File: config.mk
export PLATFORM = sky130hd
export DESIGN_NAME = id_stage
export DESIGN_NICKNAME = d
export VERILOG_FILES = /design/src/rtl/id_stage.sv
export SDC_FILE = /design/constraint.sdc
export NUM_CORES = 2
export LEC_CHECK = 0
export ABC_AREA = 1
export ABC_CLOCK_PERIOD_IN_PS = 1500
export CORE_AREA = 2 2 332 334
export DETAILED_ROUTE_END_ITERATION = 8
export DIE_AREA = 0 0 334 336
export PLACE_DENSITY = 0.8
export SYNTH_ARGS = -nofsm -noshare
export SYNTH_HDL_FRONTEND = slang
export SYNTH_SLANG_ARGS = --single-unit
export TNS_END_PERCENT = 10
File: constraint.sdc
create_clock -name clk -period 1.5 [get_ports clk]
set_input_delay 0.3 -clock clk [delete_from_list [all_inputs] [get_ports clk]]
set_output_delay 0.3 -clock clk [all_outputs]
set_load 0.01 [all_outputs]
File: src/rtl/id_stage.sv
// Instruction-decode stage: 32x32 register file plus a valid/ready operand register feeding the ALU.
// Optional macro ID_WB_BYPASS_EN forwards a same-cycle write-back value into the captured operands.
module id_stage #(
    parameter logic [31:0] NOP_INSTR = 32'h00000000
) (
    input  logic        clk,
    input  logic        rst_n,
    input  logic        if_valid,
    input  logic [31:0] if_instr,
    output logic        if_ready,
    output logic        ex_valid,
    input  logic        ex_ready,
    output logic [31:0] ex_instr,
    output logic [31:0] ex_gr1,
    output logic [31:0] ex_gr2,
    input  logic        flush,
    input  logic        wb_en,
    input  logic [4:0]  wb_addr,
    input  logic [31:0] wb_data
);

    logic [31:0] r_regs [1:31];
    logic [31:0] w_rf   [0:31];
    logic [4:0]  w_rs;
    logic [4:0]  w_rt;
    logic [31:0] w_op1;
    logic [31:0] w_op2;
    logic        w_accept;

    logic        r_ex_valid;
    logic [31:0] r_ex_instr;
    logic [31:0] r_ex_gr1;
    logic [31:0] r_ex_gr2;

    // Register 0 is a hardwired zero; only entries 1..31 hold state.
    assign w_rf[0] = '0;

    genvar gi;
    generate
        for (gi = 1; gi < 32; gi++) begin : g_rf
            always_ff @(posedge clk or negedge rst_n) begin
                if (!rst_n) begin
                    r_regs[gi] <= '0;
                end else if (wb_en && (wb_addr == 5'(gi))) begin
                    r_regs[gi] <= wb_data;
                end
            end
            assign w_rf[gi] = r_regs[gi];
        end
    endgenerate

    assign w_rs = if_instr[25:21];
    assign w_rt = if_instr[20:16];

`ifdef ID_WB_BYPASS_EN
    assign w_op1 = (wb_en && (wb_addr == w_rs) && (w_rs != 5'd0)) ? wb_data : w_rf[w_rs];
    assign w_op2 = (wb_en && (wb_addr == w_rt) && (w_rt != 5'd0)) ? wb_data : w_rf[w_rt];
`else
    assign w_op1 = w_rf[w_rs];
    assign w_op2 = w_rf[w_rt];
`endif

    assign if_ready = !flush && (!r_ex_valid || ex_ready);
    assign w_accept = if_valid && if_ready;

    // Priority: flush, then new acceptance, then bubble on consumption; otherwise hold.
    always_ff @(posedge clk or negedge rst_n) begin
        if (!rst_n) begin
            r_ex_valid <= 1'b0;
            r_ex_instr <= NOP_INSTR;
            r_ex_gr1   <= '0;
            r_ex_gr2   <= '0;
        end else if (flush) begin
            r_ex_valid <= 1'b0;
            r_ex_instr <= NOP_INSTR;
            r_ex_gr1   <= '0;
            r_ex_gr2   <= '0;
        end else if (w_accept) begin
            r_ex_valid <= 1'b1;
            r_ex_instr <= if_instr;
            r_ex_gr1   <= w_op1;
            r_ex_gr2   <= w_op2;
        end else if (ex_ready) begin
            r_ex_valid <= 1'b0;
        end
    end

    assign ex_valid = r_ex_valid;
    assign ex_instr = r_ex_instr;
    assign ex_gr1   = r_ex_gr1;
    assign ex_gr2   = r_ex_gr2;

endmodule

==> results.md <==
- Initial DRC count: 10900
- Skew-Pair Late Insertion Delay: 740 ps
- NetSw: between 0.02 and 0.03 W
- Area leader, netlist: dfrtp_1
- Clk root buf: clkbuf_16
- Fin cells: about 11000
- Max Cap Viol: 0
- Minimum period implied by the final worst setup slack: ~1700 ps
- Layout Nets: around 9200
- Post-Syn Area: 61500 µm²
- Synth warn: 0
- Routed vias: between 60000 and 70000
- Worst-case clock buffer depth: 3
- Max VDD drop: approximately 1100 µV
- WS Path Type: flop to output port
- Fmax: approximately 570 MHz
- Area of the die: 112000 µm²
- Post-synthesis instance total: ~9000
- Post-synth ARST share: 100%
- Top post-synthesis cells by area: dfrtp_1 (44%), nand2_1 (20%), nand3_1 (15%)
- Sequential-to-total area share from yosys stat: 44.3%
- Pint: about 0.06 W
- CTS clk-pin slew, worst paths: 60 ps
- Fin. max-slew vios: 0
- Rel. slew slack: between 60% and 70%
- Largest fanout on the critical path: 2
- Global-route wire length before repair: 353000 µm
- Share of the synthesized area in the top cell type: around 44%
- TritonCTS clock tree: built
- Antenna Nets Post-Route: 0
- Syn Nets: 9084
- Clk_skew: ~17 ps
- Setup crit start kind: flop
- Top cells by count, synth: nand2_1 (3312), nand3_1 (1792), dfrtp_1 (1089)
- Leakage power: 37.8 nW
- Row count: 121
- Clock sinks: 1089
- Final worst setup slack: -250 ps
- Pwr dens: roughly 1200 nW/µm²
- Average size of a mapped cell: a little under 7 µm²
- Worst Path Arrival: 1450 ps
- Violated checks: negative setup slack
- Largest net degree at the start of global routing: 76
- Total gr overflow: 0
- Worst-Margin Slew: about 500 ps
- Most frequent cell after synthesis: nand2_1
- Synth unique cells: 21
- CTS H-Tree Depth: 3
- Hpwl dp: 145000 µm
- Total CTS buffers: between 100 and 150
- Chip Width: roughly 330 µm
- Status: complete, but fails checks
- EDFF count, synth: 0
- Fill cells: around 8500
- Sequential share of power: between 40% and 50%
- Crit share post-route: 117%
- Detailed Route WL: roughly 230000 µm
- Unrepaired setup endpoints after global routing: yes
- Combinational power share: between 20% and 30%
- Register bit total from synthesis: approximately 1100
- Wire per inst: around 22 µm
- Remaining DRCs: 0
- Initial antenna violation count: 4
- GRT Util Overall: between 40% and 50%
- Min-delay worst type: primary input to async pin
- Area delta synth->final: 18.7%
- Crit path capture type: output port
- Clock power share: a little over a third
- Layout cells sized above 1: about 9.9%
- IO Count: around 170
- Dpl cell area: between 60000 and 70000 µm²
- Design area: ~73000 µm²
- I/O Buffers: approximately 170
- Vias in the first global route: ~63000
- DR pass1 iterations: 9
- Die Span Y: approximately 340 µm
- Sw frac: 32.1%
- Core area: roughly 110000 µm²
- Vias per std cell: ~6.2
- DP Worst Slack: -534 ps
- Ys flop type: dfrtp_1
- Placed Instances: between 10000 and 15000
- Routability cong.: roughly 0.97
- Final setup viols: ~190
- Starting Density: 56.7%
- Final hold viol count: 0
- Crit path required time: roughly 1200 ps
- Setup TNS: -22020 ps
-- worst max-delay path: stages (launching register included) --
cell     delay [ps]
dfrtp_1         380
nand2_1          90
inv_2            50
nor2_4           90
buf_6           110
-- cell type report --
type                    count  area, µm²  share of cell area [%]
flip-flops and latches   1089      27300                    37.4
clock buffers             163       3350                    4.60
multi-input cells        6188      27200                    37.3
clock inverters            56        843                    1.16
diodes                      4       10.0                  0.0137
inverters                1013       3850                    5.28
repair buffers            677       8650                    11.9
well taps                1414       1770                    2.43
-- state kept, by name, summed over array words and instances, names as in the netlist --
signal    count
ex_gr2       32
ex_instr     32
ex_gr1       32
ex_valid      1
r_regs      992
-- per-stage QoR --
stage                     hold WS [ps]  utilization, %  total power (W)
final                             20.6            67.3           0.0897
after global placement             181            63.2           0.0564
after CTS                         14.4            67.0           0.0890
after floorplan                   4.41               -           0.0502
after detailed placement           177            63.2           0.0574
after global routing              36.9            67.3           0.0939
-- power by group through the flow --
stage / clock network (W) / logic, W / registers (W)
after floorplan: 0 / 0.0131 / 0.0372
after global placement: 0 / 0.0186 / 0.0378
after detailed placement: 0 / 0.0195 / 0.0379
after CTS: 0.0317 / 0.0197 / 0.0376
after global routing: 0.0329 / 0.0227 / 0.0382
final: 0.0317 / 0.0202 / 0.0378
-- cells in the final DEF, fill, tap and decap left out, drive strengths merged --
master	n
dfrtp	1089
o21ai	1002
inv	1019
clkinv	27
dlygate4sd3	1
bufinv	19
clkdlybuf4s50	65
buf	605
clkinvlp	4
nor2	26
nand3	1797
dlygate4sd2	1
diode	4
or2	2
clkbuf	168
nand2	3339
a22o	22
-- final timing paths --
kind / endpoint / startpoint / slack [ps] / cells after the start
min in group clk: ex_instr[6] / if_instr[6] / 180 / 2
worst min-delay path: r_regs[262] / rst_n / 20 / 2
worst max register to register: ex_gr2[20] / ex_valid / -240 / 11
worst max-delay path: if_ready / ex_valid / -250 / 4
worst min register to register: r_regs[555] / r_regs[555] / 480 / 2
max in group asynchronous: r_regs[91] / rst_n / 630 / 4
-- cell families after synthesis --
logic type / Yosys count / share of synthesized area [%]
buffers and inverters: 1732 / 11.7
AO/OA/AOI/OAI: 1024 / 8.47
flip-flops: 1089 / 44.3
AND/OR/NAND/NOR: 5164 / 35.5
-- what timing repair did --
action | CTS | global route
cloned | 0 | 6
resized for setup | 476 | 24
pin swaps | 2 | 3
setup buffers | 6 | 4
endpoints found under the setup margin | 168 | 194
endpoints found under the hold margin | 703 | 0
hold buffers | 1 | 0
-- per-layer routing --
layer  vias to the layer above  GRT usage [%]  part of all wire, %
li1                      28600              -                    -
met1                     30400           51.4                   35
met2                      5230           59.7                   42
met4                         2           25.5                  7.3
met5                         -              0               0.0039
met3                      1303           13.2                   16
Note: power is estimated with default switching activity, not from simulation.
